===== src/rtl/lut_rom_lookup_arb_pkg.sv =====
// Shared constants and helpers for the LUT ROM lookup arbiter.
// Optional grant statistics are enabled with LUT_ROM_ARB_STATS_EN.
package lut_rom_pkg;

    localparam int LUT_ROM_ADDR_W = 5;
    localparam int LUT_ROM_DEPTH  = 32;
    localparam int LUT_ROM_LAT    = 1;
    localparam int ARB_LAT        = 2;
    localparam int STAT_CNT_W     = 16;

    // Round-robin successor of idx within 0..n-1.
    function automatic int rr_next(input int idx, input int n);
        if (idx + 1 >= n) begin
            return 0;
        end else begin
            return idx + 1;
        end
    endfunction

    // Increment that sticks at all-ones.
    function automatic logic [STAT_CNT_W-1:0] sat_inc(input logic [STAT_CNT_W-1:0] v);
        if (v == {STAT_CNT_W{1'b1}}) begin
            return v;
        end else begin
            return v + {{(STAT_CNT_W-1){1'b0}}, 1'b1};
        end
    endfunction

endpackage


===== src/rtl/lut_rom_lookup_arb_if.sv =====
// Requester/ROM bus bundle for lut_rom_lookup_arb; grant_cnt exists only
// when LUT_ROM_ARB_STATS_EN is defined.
interface lut_rom_lookup_arb_if #(
    parameter int NUM_REQ   = 4,
    parameter int BUS_WIDTH = 32
);
    import lut_rom_pkg::*;

    logic                              arb_en;
    logic [NUM_REQ-1:0]                req_valid;
    logic [LUT_ROM_ADDR_W*NUM_REQ-1:0] req_addr;
    logic [NUM_REQ-1:0]                req_ready;
    logic [LUT_ROM_ADDR_W-1:0]         rom_addr;
    logic [BUS_WIDTH-1:0]              rom_dout;
    logic [NUM_REQ-1:0]                resp_valid;
    logic [BUS_WIDTH-1:0]              resp_data;
`ifdef LUT_ROM_ARB_STATS_EN
    logic [STAT_CNT_W*NUM_REQ-1:0]     grant_cnt;
`endif

    modport slave (
        input  arb_en, req_valid, req_addr, rom_dout,
`ifdef LUT_ROM_ARB_STATS_EN
        output grant_cnt,
`endif
        output req_ready, rom_addr, resp_valid, resp_data
    );

    modport master (
        output arb_en, req_valid, req_addr, rom_dout,
`ifdef LUT_ROM_ARB_STATS_EN
        input  grant_cnt,
`endif
        input  req_ready, rom_addr, resp_valid, resp_data
    );

endinterface


===== src/rtl/lut_rom_lookup_arb_rr_arbiter.sv =====
// Combinational round-robin arbiter: one-hot grant to the first requester
// at or above ptr_i, wrapping modulo N.
module rr_arbiter #(
    parameter int N  = 4,
    parameter int PW = 2
) (
    input  logic [N-1:0]  req_i,
    input  logic [PW-1:0] ptr_i,
    input  logic          en_i,
    output logic [N-1:0]  gnt_o
);

    int   idx_s;
    logic found_s;

    // Rotating priority search starting at the pointer.
    always_comb begin
        gnt_o   = '0;
        found_s = 1'b0;
        idx_s   = 0;
        for (int k = 0; k < N; k++) begin
            idx_s = int'(ptr_i) + k;
            if (idx_s >= N) begin
                idx_s = idx_s - N;
            end else begin
                idx_s = idx_s;
            end
            if (en_i && !found_s && req_i[idx_s]) begin
                gnt_o[idx_s] = 1'b1;
                found_s      = 1'b1;
            end else begin
                found_s = found_s;
            end
        end
    end

endmodule


===== src/rtl/lut_rom_lookup_arb.sv =====
// Round-robin sharing of one registered-read lookup ROM among NUM_REQ requesters.
// Define LUT_ROM_ARB_STATS_EN to add saturating per-requester grant counters.
module lut_rom_lookup_arb
    import lut_rom_pkg::*;
#(
    parameter int NUM_REQ   = 4,
    parameter int BUS_WIDTH = 32
) (
    input logic                 clk,
    input logic                 rst,
    lut_rom_lookup_arb_if.slave bus
);

    localparam int PTR_W = (NUM_REQ > 1) ? $clog2(NUM_REQ) : 1;

    logic [NUM_REQ-1:0]        gnt_s;
    logic                      hs_s;
    logic [PTR_W-1:0]          win_idx_s;
    logic [LUT_ROM_ADDR_W-1:0] win_addr_s;
    logic [BUS_WIDTH-1:0]      resp_data_s;

    logic [PTR_W-1:0]          ptr_q, ptr_d;
    logic [LUT_ROM_ADDR_W-1:0] rom_addr_q, rom_addr_d;
    logic [NUM_REQ-1:0]        tag_a_q, tag_a_d, tag_b_q, tag_b_d;
    logic                      vld_a_q, vld_a_d, vld_b_q, vld_b_d;

    // Grants are gated by reset so nothing is accepted while rst is low.
    rr_arbiter #(.N(NUM_REQ), .PW(PTR_W)) u_arb (
        .req_i (bus.req_valid),
        .ptr_i (ptr_q),
        .en_i  (bus.arb_en & rst),
        .gnt_o (gnt_s)
    );

    assign hs_s = |gnt_s;

    // Encode the one-hot grant to an index and pick that requester's address.
    always_comb begin
        win_idx_s = '0;
        for (int i = 0; i < NUM_REQ; i++) begin
            if (gnt_s[i]) begin
                win_idx_s = PTR_W'(i);
            end else begin
                win_idx_s = win_idx_s;
            end
        end
        win_addr_s = bus.req_addr[LUT_ROM_ADDR_W*int'(win_idx_s) +: LUT_ROM_ADDR_W];
    end

    // Next state: rom_addr holds when idle to keep the ROM address quiet.
    always_comb begin
        ptr_d      = ptr_q;
        rom_addr_d = rom_addr_q;
        tag_a_d    = '0;
        vld_a_d    = 1'b0;
        if (hs_s) begin
            ptr_d      = PTR_W'(rr_next(int'(win_idx_s), NUM_REQ));
            rom_addr_d = win_addr_s;
            tag_a_d    = gnt_s;
            vld_a_d    = 1'b1;
        end else begin
            ptr_d = ptr_q;
        end
        tag_b_d = tag_a_q;
        vld_b_d = vld_a_q;
    end

    // Pointer, ROM address and tag pipeline registers.
    always_ff @(posedge clk or negedge rst) begin
        if (!rst) begin
            ptr_q      <= '0;
            rom_addr_q <= '0;
            tag_a_q    <= '0;
            tag_b_q    <= '0;
            vld_a_q    <= 1'b0;
            vld_b_q    <= 1'b0;
        end else begin
            ptr_q      <= ptr_d;
            rom_addr_q <= rom_addr_d;
            tag_a_q    <= tag_a_d;
            tag_b_q    <= tag_b_d;
            vld_a_q    <= vld_a_d;
            vld_b_q    <= vld_b_d;
        end
    end

    assign resp_data_s    = bus.rom_dout;
    assign bus.req_ready  = gnt_s;
    assign bus.rom_addr   = rom_addr_q;
    assign bus.resp_valid = vld_b_q ? tag_b_q : '0;
    assign bus.resp_data  = resp_data_s;

`ifdef LUT_ROM_ARB_STATS_EN
    logic [STAT_CNT_W-1:0] cnt_q [NUM_REQ];

    // Saturating grant counters, one per requester.
    always_ff @(posedge clk or negedge rst) begin
        if (!rst) begin
            for (int i = 0; i < NUM_REQ; i++) begin
                cnt_q[i] <= '0;
            end
        end else begin
            for (int i = 0; i < NUM_REQ; i++) begin
                if (gnt_s[i]) begin
                    cnt_q[i] <= sat_inc(cnt_q[i]);
                end else begin
                    cnt_q[i] <= cnt_q[i];
                end
            end
        end
    end

    // Flatten counters onto the grant_cnt bus.
    always_comb begin
        bus.grant_cnt = '0;
        for (int i = 0; i < NUM_REQ; i++) begin
            bus.grant_cnt[STAT_CNT_W*i +: STAT_CNT_W] = cnt_q[i];
        end
    end
`endif

endmodule


===== src/flat_wrapper.sv =====
// flat-port wrapper written by rule: the top's interface ports become plain ports
module lut_rom_lookup_arb_flat import lut_rom_pkg::*;
#(
    parameter int NUM_REQ   = 4,
    parameter int BUS_WIDTH = 32
)
  (clk, rst, bus_arb_en, bus_req_valid, bus_req_addr, bus_rom_dout, bus_req_ready, bus_rom_addr, bus_resp_valid, bus_resp_data);
  lut_rom_lookup_arb_if #(.NUM_REQ(NUM_REQ), .BUS_WIDTH(BUS_WIDTH)) bus_i ();
  input logic clk;
  input logic rst;
  input wire logic [$bits(bus_i.arb_en)-1:0] bus_arb_en;
  input wire logic [$bits(bus_i.req_valid)-1:0] bus_req_valid;
  input wire logic [$bits(bus_i.req_addr)-1:0] bus_req_addr;
  input wire logic [$bits(bus_i.rom_dout)-1:0] bus_rom_dout;
  output wire logic [$bits(bus_i.req_ready)-1:0] bus_req_ready;
  output wire logic [$bits(bus_i.rom_addr)-1:0] bus_rom_addr;
  output wire logic [$bits(bus_i.resp_valid)-1:0] bus_resp_valid;
  output wire logic [$bits(bus_i.resp_data)-1:0] bus_resp_data;
  assign bus_i.arb_en = bus_arb_en;
  assign bus_i.req_valid = bus_req_valid;
  assign bus_i.req_addr = bus_req_addr;
  assign bus_i.rom_dout = bus_rom_dout;
  assign bus_req_ready = bus_i.req_ready;
  assign bus_rom_addr = bus_i.rom_addr;
  assign bus_resp_valid = bus_i.resp_valid;
  assign bus_resp_data = bus_i.resp_data;
  lut_rom_lookup_arb #(.NUM_REQ(NUM_REQ), .BUS_WIDTH(BUS_WIDTH)) u_core (.clk(clk), .rst(rst), .bus(bus_i));
endmodule

===== config.mk =====
export PLATFORM = sky130hd
export DESIGN_NAME = lut_rom_lookup_arb_flat
export DESIGN_NICKNAME = d
export VERILOG_FILES = /design/src/rtl/lut_rom_lookup_arb_pkg.sv /design/src/rtl/lut_rom_lookup_arb_if.sv /design/src/rtl/lut_rom_lookup_arb_rr_arbiter.sv /design/src/rtl/lut_rom_lookup_arb.sv /design/src/flat_wrapper.sv
export SDC_FILE = /design/constraint.sdc
export NUM_CORES = 1
export LEC_CHECK = 0
export BUFFER_PORTS_ARGS = -buffer_cell sky130_fd_sc_hd__buf_4
export CAP_MARGIN = 20
export CORE_ASPECT_RATIO = 0.8
export CORE_MARGIN = 1.5
export CORE_UTILIZATION = 39
export DETAILED_ROUTE_END_ITERATION = 6
export PLACE_DENSITY_LB_ADDON = 0.15
export SYNTH_ARGS = -nofsm -noshare
export SYNTH_HDL_FRONTEND = slang
export SYNTH_HIERARCHICAL = 1
export SYNTH_SLANG_ARGS = --single-unit

===== constraint.sdc =====
create_clock -name clk -period 3.1 [get_ports clk]
set_input_delay 0.155 -clock clk [delete_from_list [all_inputs] [get_ports clk]]
set_output_delay 0.155 -clock clk [all_outputs]
set_load 0.05 [all_outputs]

## Word level (Yosys, flattened, before mapping)

Cells that the tools add are included.

| storage, ports and cells | value |
|---|---|
| flip-flop bits (word level) | 17 |
| bits of input ports | 59 |
| output and inout bits | 45 |
| logic and storage cells | 86 |

| cells by class | value |
|---|---|
| add/sub/neg operators | 8 |
| multipliers | 1 |
| order comparisons | 13 |
| shift-type cells | 1 |
| mux-type cells | 38 |
| bitwise logic cells | 4 |
| reduce and logical (&&, ||, !) cells | 15 |

Operators by type and width:

| cell | count |
|---|---|
| $ge A32 B1 Y1 const B | 4 |
| $lt A32 B4 Y1 const B | 4 |
| $mux W32 | 4 |
| $shiftx A20 B32 Y5 | 1 |
| $mux W4 | 6 |
| $mux W1 | 17 |
| $ge A3 B3 Y1 const B | 4 |
| $or A4 B4 Y4 | 3 |
| $sub A3 B3 Y4 const B | 3 |
| $logic_and A1 B1 Y1 | 11 |
| $bmux W1 S2 | 4 |
| $demux W1 S2 | 4 |
| $add A2 B1 Y3 const B | 2 |
| $add A2 B2 Y3 const B | 2 |
| $mux W2 | 3 |
| $mul A3 B2 Y5 const A | 1 |
| $reduce_or A4 Y1 | 1 |
| $sub A2 B3 Y4 const B | 1 |
| $ge A2 B3 Y1 const B | 1 |
| $logic_not A1 Y1 | 3 |
| $and A1 B1 Y1 | 1 |

## Depth between registers and ports, before layout

| logic depth | value |
|---|---|
| word-level depth | 25 |
| depth in mapped cells | 10 |
| gate-level depth less buffers | 9 |

## Hierarchy

Netlist, hierarchy kept.

Modules (own cells, without submodules):

| module | instances | cells an instance | area each (µm²) | sequential area each (µm²) |
|---|---|---|---|---|
| lut_rom_lookup_arb | 1 | 90 | 904.6 | 425.4 |
| rr_arbiter | 1 | 41 | 357.8 | 0.0 |

## Worst setup path after synthesis

No wires, ideal clock.

| timing path | value |
|---|---|
| path kind | register -> register |
| from | register u_core.ptr_q[0] |
| to | register u_core.rom_addr_q[0] (netlist: u_core/bus.rom_addr[0]) |
| setup time | 0.127 ns |
| data arrival time | 3.299 ns |
| data required time | 2.973 ns |
| path slack | -0.326 ns |
| cell stages (with the launch flop) | 11 |
| buffers on the path | 1 |
| clock period less this slack | 3.426 ns |
| path through | dfrtp_1 -> inv_1 -> ha_1 -> mux2_1 -> a32o_1 -> a22oi_1 -> o221ai_1 -> or4_1 -> clkbuf_2 -> nor2_1 -> a21oi_1 |

| between the ends | value |
|---|---|
| elaborated cells on any way between the ends | 73 |
| classes of those cells | add/sub: 7; mul: 1; order compare: 12; shift: 1; mux: 34; bitwise: 3; reduce/logical: 15 |

RTL lines:

| item | RTL line | RTL |
|---|---|---|
| from (decl) | lut_rom_lookup_arb.sv:22 | `logic [PTR_W-1:0] ptr_q, ptr_d;` |
| from (signal assigned) | lut_rom_lookup_arb.sv:78 | `ptr_q <= ptr_d;` |
| branches (longest 18 deep; another with $ge A32 B1 Y1) | - |  |
| $mux W4 (*) | lut_rom_lookup_arb_rr_arbiter.sv:28 | `if (en_i && !found_s && req_i[idx_s]) begin` |
| via bus_req_ready[2] | flat_wrapper.sv:15 | `output wire logic [$bits(bus_i.req_ready)-1:0] bus_req_ready;` |
| $reduce_or A4 Y1 (*) | lut_rom_lookup_arb.sv:35 | `assign hs_s = \|gnt_s;` |
| via u_core.hs_s | lut_rom_lookup_arb.sv:17 | `logic hs_s;` |
| to (signal assigned) | lut_rom_lookup_arb.sv:79 | `rom_addr_q <= rom_addr_d;` |
| to (decl) | lut_rom_lookup_arb.sv:23 | `logic [LUT_ROM_ADDR_W-1:0] rom_addr_q, rom_addr_d;` |

Mark *: on every way through the listed nets, which the timed path passes. The select of a mux whose other input is x is not followed.
A chain may end at the register's enable or synchronous reset.

## Worst setup path after layout

| timing path | value |
|---|---|
| from | register u_core.ptr_q[1] |
| to | register u_core.rom_addr_q[4] (netlist: u_core/bus.rom_addr[4]) |

| between the ends | value |
|---|---|
| word-level cells in the longest chain between the ends | 24 |
| elaborated cells on any way between the ends | 73 |
| classes of those cells | add/sub: 7; mul: 1; order compare: 12; shift: 1; mux: 34; bitwise: 3; reduce/logical: 15 |

Ends and longest elaborated chain:

| item | RTL line | RTL |
|---|---|---|
| branches (longest 18 deep; another with $ge A32 B1 Y1) | - |  |
| $mux W4 (*) | lut_rom_lookup_arb_rr_arbiter.sv:28 |  |
| $mux W1 | lut_rom_lookup_arb.sv:41 | `if (gnt_s[i]) begin` |
| $mux W2 (2 in series) | lut_rom_lookup_arb.sv:41 |  |
| $mul A3 B2 Y5 | lut_rom_lookup_arb.sv:47 | `win_addr_s = bus.req_addr[LUT_ROM_ADDR_W*int'(win_idx_s) +: LUT_ROM_ADDR_W];` |
| $shiftx A20 B32 Y5 | lut_rom_lookup_arb.sv:47 |  |

Every way passes the cells marked *. The select of a mux whose other input is x is not followed.

==> reports/metrics.cfg <==
[global_routing]
grt_overflow=0
grt_pass1_vias=894
grt_usage=0.159
grt_pass1_wl_um=4280
grt_max_degree=19
antenna_found_initial=0

[synth]
syn_nets=197
yosysUniqueCellTypes=25
synth-warning-count=6
netlist_instances=131
ys_seq_area_frac=0.337
ys_ff_latch=17
syn_area_mm2=0.00126
syn_avg_cell_area_um2=9.64

[clocking]
cts_tree=done
cts.clk_slew.worst_paths_ps=70
cts_root_buf=clkbuf_8
cts_buffer_depth=2
htree_levels=1
numCtsBuffers=3
cts_setup_buffers=0
cts_num_sinks=17
post_cts_resized=0
worstSkewPairLatency_ps=250
holdBufCountCts=1

[timing]
slew_headroom=0.712
period_minus_slack_ps=2900
rsz0062_at_grt=no
drv_slew=0
worst_pin_slew_ps=432
setup-violations-final=0
hold_viol=0
timing.hold.ws_ps=192
fin_tns_setup_ps=0
clock.fmax_ghz=0.345
fin_worst_skew_ps=1.61
fin_crit_sh=0.934

[setup_path]
max_stage_delay_ps=660
critPathBufInv=1
critPathLaunch=u_core/ptr_q[1]$_DFFE_PN0N_
arrival_ps=3030
worstRegToRegCells=9
setup.worst_path.end=u_core/bus.rom_addr[4]$_DFFE_PN0N_
cp_top_family=simple AND/OR/NAND/NOR gates
path_depth=9
timing.rr.end=u_core/bus.rom_addr[4]$_DFFE_PN0N_
cp_slowest_cell=or4_1
required_ps=3230
crit_fanout=6
critPathKind=register to register
endpoint_kind=register
startpoint_type=register
rr_startpoint=u_core/ptr_q[1]$_DFFE_PN0N_
worst-r2r-setup-slack_ps=200
crit_chain=inv_1 -> ha_1 -> mux2_1 -> a32o_1 -> a22oi_1 -> o221ai_4 -> or4_1 -> nor2_1 -> a21oi_1

[layout]
final_cell_mix=buf_4 (44), dfrtp_1 (17), a22oi_1 (9), inv_1 (9)
final_area_mm2=0.00147
utilization=0.475
num_antenna_cells=0
final_common_cell=buf_4
layout-drive-gt1-share=0.408
fin_nets=209
fin_cells=182
area_growth_pct=16.2

[drt]
firstDrtPassIters=4
drtIter0Drc=49
via_count=957
routed.top_layer=met4
met1_length_um=1150
wl_met2_um=1360
route.met3.wl_um=247
wl_per_cell_um=15.2
drcViolationCount=0
routed_wirelength_um=2770
antenna_left=0
viasPerCell=5.26

[floorplanning]
core-area_mm2=0.00309
start_util=0.409
row_count=18
die_h_um=53.9
io_pins=104
die_area_mm2=0.00359
die_x_um=66.6

[placement]
routabilityCongestion=0.807
hpwl_um=2200
place_area_mm2=0.00141
dp_cells=177
portBuffers=39

[power_and_ir_drop]
vdd_drop_max_v=0.000405
leakage_nw=0.685
p_per_area_mw_per_mm2=920

[min_path]
hold_class=primary input to register

[run]
maxCapViolCount=0

[run_status]
outcome=finished, final reports clean

## registers in the layout, indices dropped and copies added (netlist names)
| register | count |
|---|---|
| u_core/bus.rom_addr | 5 |
| u_core/vld_b_q | 1 |
| u_core/tag_a_q | 4 |
| u_core/vld_a_q | 1 |
| u_core/ptr_q | 2 |
| u_core/tag_b_q | 4 |
## report_power, final
group	leakage [nW]	switching, mW	internal [mW]
sequential	0.217	0.0366	0.308
clock	0.0255	0.0736	0.0891
combinational	0.442	0.515	0.327
total	0.685	0.625	0.724
## tightest hold or removal path, stage by stage
cell     delay [ps]
buf_4            80
a22oi_1          50
a21oi_1         120
## final cells by class
type	count	area, µm²
repair buffers	45	340
clock buffers	3	41.3
multi-input cells	67	571
clock inverters	1	5.00
flip-flops and latches	17	425
fillers	299	1620
well taps	40	50.0
inverters	9	33.8
## layer usage
metal | GRT usage | vias up
met5 | 0 | -
met4 | 0.0544 | 0
met3 | 0.0586 | 10
met2 | 0.257 | 54
met1 | 0.199 | 446
li1 | - | 447
## synthesized netlist by cell type
library cell	instances	area share
a21oi_1	6	0.024
a22oi_1	9	0.054
a31oi_1	1	0.0050
a32o_1	1	0.0079
and2_1	6	0.030
buf_4	32	0.19
clkbuf_1	4	0.012
clkbuf_2	1	0.0040
dfrtp_1	17	0.34
dlygate4sd1_1	1	0.0069
ha_1	7	0.069
inv_1	9	0.027
mux2_1	1	0.0089
mux2_2	1	0.0089
mux4_2	3	0.054
nand2_1	4	0.012
nand2b_1	2	0.0099
nand2b_4	1	0.011
nand3_2	1	0.0079
nor2_1	7	0.021
nor2b_1	5	0.025
nor3_1	1	0.0040
o21ai_0	1	0.0040
o221ai_1	9	0.062
or4_1	1	0.0059
## worst min-delay path by stage
stage | startpoint | endpoint | slack, ps | depth (start not counted)
floorplan | rst | u_core/bus.rom_addr[0]$_DFFE_PN0N_ | -140 | 0
global placement | rst | u_core/tag_b_q[0]$_DFF_PN0_ | 30 | 1
detailed placement | rst | u_core/tag_b_q[0]$_DFF_PN0_ | 30 | 1
CTS | bus_req_addr[10] | u_core/bus.rom_addr[0]$_DFFE_PN0N_ | 190 | 3
global route | bus_req_addr[10] | u_core/bus.rom_addr[0]$_DFFE_PN0N_ | 210 | 3
finish | bus_req_addr[14] | u_core/bus.rom_addr[4]$_DFFE_PN0N_ | 190 | 3
## logic make-up (layout without fill, tap and decap cells)
| kind of cell | Yosys count | after routing | share of synthesized area |
|---|---|---|---|
| adders and majority gates | 7 | 7 | 0.0694 |
| muxes | 5 | 5 | 0.0714 |
| AOI/OAI and AO/OA | 27 | 27 | 0.157 |
| buffers and inverters | 47 | 58 | 0.240 |
| and+or+nand+nor | 28 | 28 | 0.126 |
| DFF | 17 | 17 | 0.337 |
## per-stage QoR
stage | setup WS (ps) | power [mW]
final | 204 | 1.35
after global routing | 26.0 | 1.45
after CTS | 245 | 1.36
after detailed placement | 259 | 1.19
after global placement | 335 | 1.17
after floorplan | 7.18 | 1.06
Power figures use the tool's default switching activity.
